### config.mk
export PLATFORM = sky130hd
export DESIGN_NAME = surfturf_cmd_scheduler
export DESIGN_NICKNAME = d
export VERILOG_FILES = /design/src/rtl/surfturf_cmd_scheduler_pkg.sv /design/src/rtl/surfturf_cmd_scheduler.sv
export SDC_FILE = /design/constraint.sdc
export NUM_CORES = 1
export LEC_CHECK = 0
export BUFFER_PORTS_ARGS = -buffer_cell sky130_fd_sc_hd__buf_2
export CORE_MARGIN = 2
export CORE_UTILIZATION = 40
export DETAILED_ROUTE_END_ITERATION = 10
export PLACE_DENSITY = 0.66
export SETUP_SLACK_MARGIN = 0.2
export SYNTH_ARGS = -nofsm -noshare
export SYNTH_HDL_FRONTEND = slang
export SYNTH_SLANG_ARGS = --single-unit
### constraint.sdc
create_clock -name sysclk_i -period 3.2 [get_ports sysclk_i]
set_clock_uncertainty 0.2 [all_clocks]
set_input_delay 0.16 -clock sysclk_i [delete_from_list [all_inputs] [get_ports sysclk_i]]
set_output_delay 0.16 -clock sysclk_i [all_outputs]
set_load 0.02 [all_outputs]
### src/rtl/surfturf_cmd_scheduler_pkg.sv
// Shared types and field layout for the TURFIO->SURF command slot scheduler.
package surfturf_cmd_scheduler_pkg;

  localparam int unsigned CMD_W     = 20;
  localparam int unsigned PAYLOAD_W = 18;
  localparam int unsigned CNT_W     = 4;
  localparam int unsigned STARVE_W  = 8;
  localparam int unsigned FW_BITS   = 8;
  localparam int unsigned MARK_W    = 2;

  typedef enum logic [1:0] {
    CMD_IDLE   = 2'b00,
    CMD_RUNCMD = 2'b01,
    CMD_TRIG   = 2'b10,
    CMD_FW     = 2'b11
  } cmd_type_e;

  typedef struct packed {
    cmd_type_e              cmd_type;
    logic [PAYLOAD_W-1:0]   payload;
  } cmd_word_t;

  function automatic cmd_word_t make_cmd(input cmd_type_e t, input logic [PAYLOAD_W-1:0] p);
    cmd_word_t w;
    w.cmd_type = t;
    w.payload  = p;
    return w;
  endfunction

endpackage

### src/rtl/surfturf_cmd_scheduler.sv
// Shares the single command slot between runcmd, trig and fw streams: one tagged
// word per frame, fixed priority with an anti-starvation guard that lifts fw above trig.
module surfturf_cmd_scheduler
  import surfturf_cmd_scheduler_pkg::*;
#(
  parameter int unsigned FRAME_LEN     = 4,
  parameter int unsigned FW_STARVE_MAX = 8,
  parameter int unsigned RUNCMD_BITS   = 2,
  parameter int unsigned TRIG_BITS     = 15
) (
  input  logic                   sysclk_i,
  input  logic                   rst_i,
  input  logic                   en_i,
  input  logic [RUNCMD_BITS-1:0] runcmd_tdata,
  input  logic                   runcmd_tvalid,
  output logic                   runcmd_tready,
  input  logic [TRIG_BITS-1:0]   trig_tdata,
  input  logic                   trig_tvalid,
  output logic                   trig_tready,
  input  logic [FW_BITS-1:0]     fw_tdata,
  input  logic                   fw_tvalid,
  output logic                   fw_tready,
  input  logic [MARK_W-1:0]      fw_mark_i,
  output logic                   fw_marked_o,
  output logic [CMD_W-1:0]       cmd_o,
  output logic                   cmd_valid_o,
  output logic                   frame_o
);

  localparam logic [CNT_W-1:0]    LAST_CNT   = CNT_W'(FRAME_LEN - 1);
  localparam logic [STARVE_W-1:0] STARVE_MAX = STARVE_W'(FW_STARVE_MAX);

  logic [CNT_W-1:0]    r_cnt;
  logic [STARVE_W-1:0] r_starve;
  logic [CMD_W-1:0]    r_cmd;
  logic                r_cmd_valid;
  logic                r_fw_marked;

  logic      w_dec;
  logic      w_starved;
  logic      w_gnt_run;
  logic      w_gnt_trig;
  logic      w_gnt_fw;
  cmd_word_t w_cmd;

  assign w_dec     = (r_cnt == LAST_CNT);
  assign w_starved = (r_starve == STARVE_MAX);

  // Decision-cycle grant: at most one source wins, and only while enabled.
  always_comb begin
    w_gnt_run  = 1'b0;
    w_gnt_trig = 1'b0;
    w_gnt_fw   = 1'b0;
    w_cmd      = make_cmd(CMD_IDLE, '0);
    if (en_i && w_dec) begin
      if (runcmd_tvalid) begin
        w_gnt_run = 1'b1;
        w_cmd     = make_cmd(CMD_RUNCMD, PAYLOAD_W'(runcmd_tdata));
      end else if (trig_tvalid && !(fw_tvalid && w_starved)) begin
        w_gnt_trig = 1'b1;
        w_cmd      = make_cmd(CMD_TRIG, PAYLOAD_W'(trig_tdata));
      end else if (fw_tvalid) begin
        w_gnt_fw = 1'b1;
        w_cmd    = make_cmd(CMD_FW, PAYLOAD_W'({fw_mark_i, fw_tdata}));
      end
    end
  end

  // Frame counter, starve tracking and the issued-word register.
  always_ff @(posedge sysclk_i or posedge rst_i) begin
    if (rst_i) begin
      r_cnt       <= '0;
      r_starve    <= '0;
      r_cmd       <= '0;
      r_cmd_valid <= 1'b0;
      r_fw_marked <= 1'b0;
    end else begin
      r_cnt       <= w_dec ? '0 : r_cnt + CNT_W'(1);
      r_cmd_valid <= w_dec;
      r_fw_marked <= w_gnt_fw && (fw_mark_i != '0);
      if (w_dec) begin
        r_cmd <= w_cmd;
        // runcmd wins never count against fw, so only a trig win ages it
        if (w_gnt_fw) begin
          r_starve <= '0;
        end else if (fw_tvalid && w_gnt_trig && !w_starved) begin
          r_starve <= r_starve + STARVE_W'(1);
        end
      end
    end
  end

  assign runcmd_tready = w_gnt_run;
  assign trig_tready   = w_gnt_trig;
  assign fw_tready     = w_gnt_fw;
  assign cmd_o         = r_cmd;
  assign cmd_valid_o   = r_cmd_valid;
  assign fw_marked_o   = r_fw_marked;
  assign frame_o       = w_dec;

endmodule
==> reports/metrics.csv, run 1 <==
metric;value;unit
status;finished, violations left;
violations;negative hold slack;
fin_nets;249;
yosysTopAreaCell;dfrtp_1;
synth_seq_area_share;51.6;%
post_dp_cell_area;0.00176;mm2
post-route-period-util;85.4;%
hold_viol;31;
drive_above_1_share;35.7;%
coreArea;0.00363;mm2
hold_class;in -> async;
synth_edf_count;0;
fmax;0.366;GHz
cp.arrival;2750;ps
cp-end-kind;register;
synth.distinct_cells;32;
cp_top_family;compound AO/OA/AOI/OAI gates;
place_congestion;0.819;
synth_area_leaders;dfrtp_1, and3_1, nand3_1, a22o_2, o21ai_0;
io_buffers;55;
die_x;65.3;um
cp-start-kind;register;
routed_wl;3.68;mm
area_growth_syn_to_layout;36.7;%
io_pins;59;
yosysWarnings;0;
synth-seq-cells;31;
drt_iter0_markers;90;
post_drt_wl_per_cell;14.1;um
p_leak;1.05;nW
ys.flop_type;dfrtp_1;
crit_fanout;7;
clock_sink_count;31;
fillers;318;
viasPerCell;5.10;
rsz0062_at_grt;false;
vdd_ir_drop_max;0.137;mV
vias;1332;
design_area;0.00205;mm2
synth_area;0.00150;mm2
cpMaxStageDelayCell;o21ai_0;
met1_length;1.54;mm
diodes;0;
grt_pass1_vias;1262;
tns;0;ps
clockBufferDepth;2;
crit_path_cell_trace;or4b_1, o21ai_0, nand3_1, a31oi_1, dlygate4sd3_1;
dieArea;0.00426;mm2
ys_async_sr_fraction;100;%
slew_violations;0;
htree_levels;2;
synth.most_common_cell;dfrtp_1;
ant_nets;0;
critPathBufInv;1;
wl_met3;283;um
setup_viol;0;
powerDensity;409;mW/mm2
rows;22;
worst_pin_slew;1140;ps
cap_violations;0;
postCtsSetupBuffers;0;
start_util;41.4;%
track_usage;17.5;%
grt_pass1_wl;5.68;mm
hpwl;2.56;mm
tritoncts;yes;
dp.cells;235;
required;3210;ps
timing.hold.ws;-28.4;ps
synth_top_cell_area_share;51.6;%
dr.pass1.iters;4;
top_layer;met4;
crit_type;reg -> reg;
syn_inst;139;
stdcell_count;261;
met2_length;1.82;mm
dieHeight;65.3;um
slowest_delay;570;ps
path_clk_slew;60;ps
grt_max_degree;32;
grt_antenna_before_repair;0;
cts_made_buffers;5;
timing.final.crit_period;2730;ps
drc;0;
synth.avg_cell_area;10.8;um2
relSlewSlack;24.1;%
insertion_delay;280;ps
cts-root-buf;clkbuf_8;
grt_overflow;0;
synthTopCellsByCount;dfrtp_1, nand3_1, and3_1;
## power by group
part	switching (W)	internal, W	leakage, nW
clock	0.000135	0.000168	0.0470
combinational	0.0000590	0.0000532	0.599
sequential	0.0000149	0.000409	0.407
total	0.000209	0.000631	1.05
## stage by stage
step	power (W)	utilization, %	setup WS [ps]	hold WS (ps)
2_1_floorplan	0.000484	-	919	63.5
3_3_place_gp	0.000522	48.5	610	178
3_5_place_dp	0.000525	48.5	537	181
4_1_cts	0.000846	55.9	262	2.69
5_1_grt	0.000878	56.5	304	13.2
6_report	0.000840	56.5	467	-28.4
## worst register-to-register path, delay by kind of cell, from the launching register on
family	cells	cell delay (ps)
compound gates	2	770
simple gates	2	710
flops	1	440
buf+inv	1	570
## cell type report
| cell class | instances | area [um2] | share of cell area (%) |
|---|---|---|---|
| clock inverters | 1 | 5.00 | 0.244 |
| flip-flops and latches | 31 | 776 | 37.8 |
| clock buffers | 6 | 82.6 | 4.02 |
| inverters | 8 | 33.8 | 1.64 |
| repair buffers | 75 | 473 | 23.0 |
| well taps | 48 | 60.1 | 2.92 |
| multi-input cells | 92 | 624 | 30.4 |
## kinds of logic after synthesis
logic type,share of synthesized area [%]
simple gates,18.7
compound gates,16.7
flops,51.6
buf+inv,7.99
xor+xnor,2.33
fa+ha+maj,2.50
other cells,0.250
## layer usage
layer  global-route usage, %  vias up
li1                        -      645
met1                    21.3      627
met2                    30.4       53
met3                    5.14        7
met4                    4.43        0
met5                       0        -
## timing repair
item                                   CTS  global route
hold buffers                            18             1
gates resized for setup                  0             3
setup endpoints to repair                0             1
endpoints found under the hold margin   16             1
## sequential cells by signal (all words and copies together), names as in the netlist
register	cells
r_starve	8
r_cnt	4
fw_marked_o	1
cmd_o	17
cmd_valid_o	1
## path summary, 6_finish.rpt
kind | start | endpoint | slack [ps] | cells past startpoint
max in group asynchronous | rst_i | r_starve[3]$_DFFE_PP0P_ | 2150 | 2
worst min-delay path | rst_i | cmd_o[6]$_DFFE_PP0N_ | -30 | 2
min in group sysclk_i | en_i | cmd_o[18]$_DFFE_PP0N_ | 0 | 3
worst min register to register | r_cnt[0]$_DFF_PP0_ | r_cnt[0]$_DFF_PP0_ | 260 | 1
worst max register to register | r_starve[2]$_DFFE_PP0P_ | cmd_o[1]$_DFFE_PP0N_ | 470 | 5
worst max-delay path | r_starve[2]$_DFFE_PP0P_ | cmd_o[1]$_DFFE_PP0N_ | 470 | 5
## layout by cell type (no fill, tap or decap), drive strengths merged, types with 2 or more instances in the layout
cell,netlist,final
buf,9,56
a221o,8,8
xnor2,4,4
nand4bb,2,2
o21a,2,2
a31oi,5,5
dlygate4sd3,0,19
nor3,2,2
nand3,11,11
conb,1,3
nand4,2,2
and3,11,11
inv,7,7
dfrtp,31,31
a22o,5,5
nand2,6,6
nor2,9,9
o21ai,9,9
clkbuf,1,6
ha,3,3
a21oi,3,3
(Power assumes the default switching activity.)
==> inputs of run 2 (changes only) <==
Settings changed: ABC_AREA set to 1, BUFFER_PORTS_ARGS -buffer_cell sky130_fd_sc_hd__buf_2 to not set, DONT_BUFFER_PORTS set to 1, PLACE_DENSITY 0.66 to 0.52, SLEW_MARGIN set to 5.
==> run 2 against run 1 <==
The flow now finishes without violations. Clock power about the same. Die area up 6.5%. Core utilization down 4.9 points. Hold slack better by 39 ps. First-iteration DRC count down 1.1%. Final area down 0.91%. Largest power group unchanged. Sequential share of layout area up 0.35 points.
==> reports/metrics.csv, run 2 <==
metric;value;unit;change
status;complete, no violations;;
reg2reg_from;r_starve[0]$_DFFE_PP0P_;;
cap_violations;0;;unchanged
critPathBufInv;2;;+1
insertion_delay;280;ps;about the same
synthTopCellsByCount;nand2_1, dfrtp_1, nand3_1;;
yosysWarnings;0;;unchanged
io_buffers;0;;-100%
grt_max_degree;19;;-41%
coreArea;0.00394;mm2;+8.5%
cts_made_buffers;5;;unchanged
fin_ws;667;ps;+199 ps
synth-seq-cells;31;;unchanged
powerDensity;416;mW/mm2;+1.7%
seqCellArea;776;um2;unchanged
die_x;67.4;um;+3.2%
holdPathEnd;cmd_o[18]$_DFFE_PP0N_;;
synth_area;0.00161;mm2;+6.9%
drc;0;;unchanged
ys.flop_type;dfrtp_1;;
pre_cts_slack;1140;ps;+599 ps
cts_resized;0;;unchanged
synth.most_common_cell;nand2_1;;
yosysTopAreaCell;dfrtp_1;;
r2r_slack;670;ps;+200 ps
rows;23;;+4.5%
relSlewSlack;57.2;%;+33 points
hold_viol;0;;-100%
vdd_ir_drop_max;0.253;mV;+84%
stdcell_count;275;;+5.4%
viasPerCell;5.13;;+0.61%
dr.pass1.iters;4;;unchanged
fmax;0.395;GHz;+7.9%
dp.cells;235;;unchanged
ant_nets;0;;unchanged
clock_sink_count;31;;unchanged
rr_endpoint;r_starve[0]$_DFFE_PP0P_;;
timing.final.crit_period;2530;ps;-199 ps
synth_edf_count;0;;unchanged
dieArea;0.00454;mm2;+6.5%
ys_async_sr_fraction;100;%;unchanged
cts-root-buf;clkbuf_8;;
largest_reg_flops;17;;unchanged
synth_area_leaders;dfrtp_1, nand2_1, nand4_1, nand3_1, inv_1;;
clockBufferDepth;2;;unchanged
grt_antenna_before_repair;0;;unchanged
synth.avg_cell_area;8.41;um2;-22%
crit_fanout;16;;+9
rsz0062_at_grt;false;;
required;3210;ps;about the same
slowest_delay;570;ps;about the same
layout_common_cells;nand2_1, dlygate4sd3_1, dfrtp_1, nand3_1, inv_1;;
fillers;385;;+21%
cp_top_family;simple AND/OR/NAND/NOR gates;;
io_pins;59;;unchanged
setup_viol;0;;unchanged
slew_violations;0;;unchanged
grt_overflow;0;;unchanged
track_usage;19.4;%;+1.9 points
htree_levels;2;;unchanged
post_drt_wl_per_cell;14.3;um;+1.4%
r2r_cells;10;;+5
routed_wl;3.93;mm;+6.8%
crit_type;reg -> reg;;
place_congestion;0.768;;-6.2%
vias;1412;;+6.0%
hold_class;in -> reg;;
grt_pass1_wl;6.53;mm;+15%
crit_path_cell_trace;inv_1, ha_1, nand2_1, nor2_1, nand2_2, nand2_4, nor2_4, nand3_1, o21ai_0, dlygate4sd3_1;;
syn_inst;191;;+37%
holdCritStartpoint;en_i;;
drt_iter0_markers;89;;-1.1%
diodes;0;;unchanged
p_leak;1.04;nW;-0.96%
hpwl;2.64;mm;+3.2%
synth_top_cell_area_share;48.3;%;-3.3 points
cp-start-kind;register;;
post-route-period-util;79.2;%;-6.2 points
tns;0;ps;unchanged
start_util;40.7;%;-0.61 points
tritoncts;yes;;
path_clk_slew;60;ps;about the same
area_growth_syn_to_layout;26.7;%;
dieHeight;67.4;um;+3.2%
fin_nets;261;;+4.8%
drive_above_1_share;12.4;%;-23 points
mostFrequentLayoutCell;nand2_1;;
cpMaxStageDelayCell;dlygate4sd3_1;;
cp-end-kind;register;;
worst_pin_slew;639;ps;-499 ps
cp.arrival;2550;ps;-200 ps
synth_seq_area_share;48.3;%;-3.3 points
grt_pass1_vias;1461;;+16%
hold_depth;4;;
synth.distinct_cells;26;;-19%
multiInputGateArea;704;um2;+13%
[run 2: cell count changes in the layout (fill, tap and decap cells not counted), moves of 8 or more]
cell,before,now
buf_2,55,0
and3_1,9,0
nand2_1,6,56
nand4_1,2,14
dlygate4sd3_1,19,33
inv_1,7,15
[run 2: worst max path at each step]
| stage | from | end | slack (ps) | cells after the start |
|---|---|---|---|---|
| after detailed placement | r_cnt[0]$_DFF_PP0_ | r_cnt[2]$_DFF_PP0_ | 1140 | 4 |
| final | r_starve[0]$_DFFE_PP0P_ | r_starve[0]$_DFFE_PP0P_ | 670 | 10 |
| after floorplan | r_starve[0]$_DFFE_PP0P_ | cmd_o[2]$_DFFE_PP0N_ | 1630 | 10 |
| after global placement | r_cnt[0]$_DFF_PP0_ | r_starve[7]$_DFFE_PP0P_ | 1240 | 6 |
| after CTS | r_starve[0]$_DFFE_PP0P_ | r_starve[0]$_DFFE_PP0P_ | 660 | 10 |
| after global routing | r_starve[0]$_DFFE_PP0P_ | r_starve[0]$_DFFE_PP0P_ | 420 | 10 |
[run 2: cell type report]
type / instances / area share [%]
Clock buffer: 6 / 4.06
Tap cell: 50 / 3.07
Sequential cell: 31 / 38.1
Inverter: 18 / 3.32
Clock inverter: 1 / 0.246
Timing Repair Buffer: 34 / 16.6
Multi-Input combinational cell: 135 / 34.6
[run 2: power by group]
group	switching, W	leakage (nW)	total, W	internal (W)
registers	0.0000323	0.414	0.000445	0.000412
logic	0.0000480	0.582	0.0000951	0.0000471
clock network	0.000138	0.0470	0.000307	0.000168
[run 2: per-stage QoR]
| step | area (um2) | util [%] | hold slack, ps | total power [W] |
|---|---|---|---|---|
| 3_5_place_dp | 1620 | 41.0 | -35.0 | 0.000512 |
| 2_1_floorplan | 1610 | - | 63.5 | 0.000501 |
| 6_report | 2040 | 51.6 | 10.6 | 0.000846 |
| 3_3_place_gp | 1620 | 41.0 | -50.1 | 0.000510 |
| 5_1_grt | 2040 | 51.6 | 31.6 | 0.000897 |
| 4_1_cts | 2040 | 51.6 | 1.03 | 0.000858 |
[run 2: logic make-up after synthesis]
kind of cell             synth area share, %
XOR/XNOR                                1.09
other                                  0.233
adder cells (fa/ha/maj)                 2.34
flip-flops                              48.3
buffers and inverters                   8.33
AO/OA/AOI/OAI                           2.49
AND/OR/NAND/NOR                         37.2
[run 2: timing repair]
action / CTS / global route
hold endpoints to repair: 41 / 0
hold buffers: 33 / 0
buffers inserted: 0 / 0
setup endpoints to repair: 0 / 0
[run 2: tightest hold or removal path: stages]
cell,delay (ps)
nand3_4,80
inv_2,40
nand2_1,70
nand3_1,80
[run 2: routing by layer]
layer	part of all wire [%]	routed length, um	vias up	global-route usage [%]
met2	48	1870	66	33.2
li1	-	-	678	-
met4	1.7	68	0	9.44
met3	9.9	390	7	5.83
met1	41	1600	661	22.0
met5	0	0	-	0
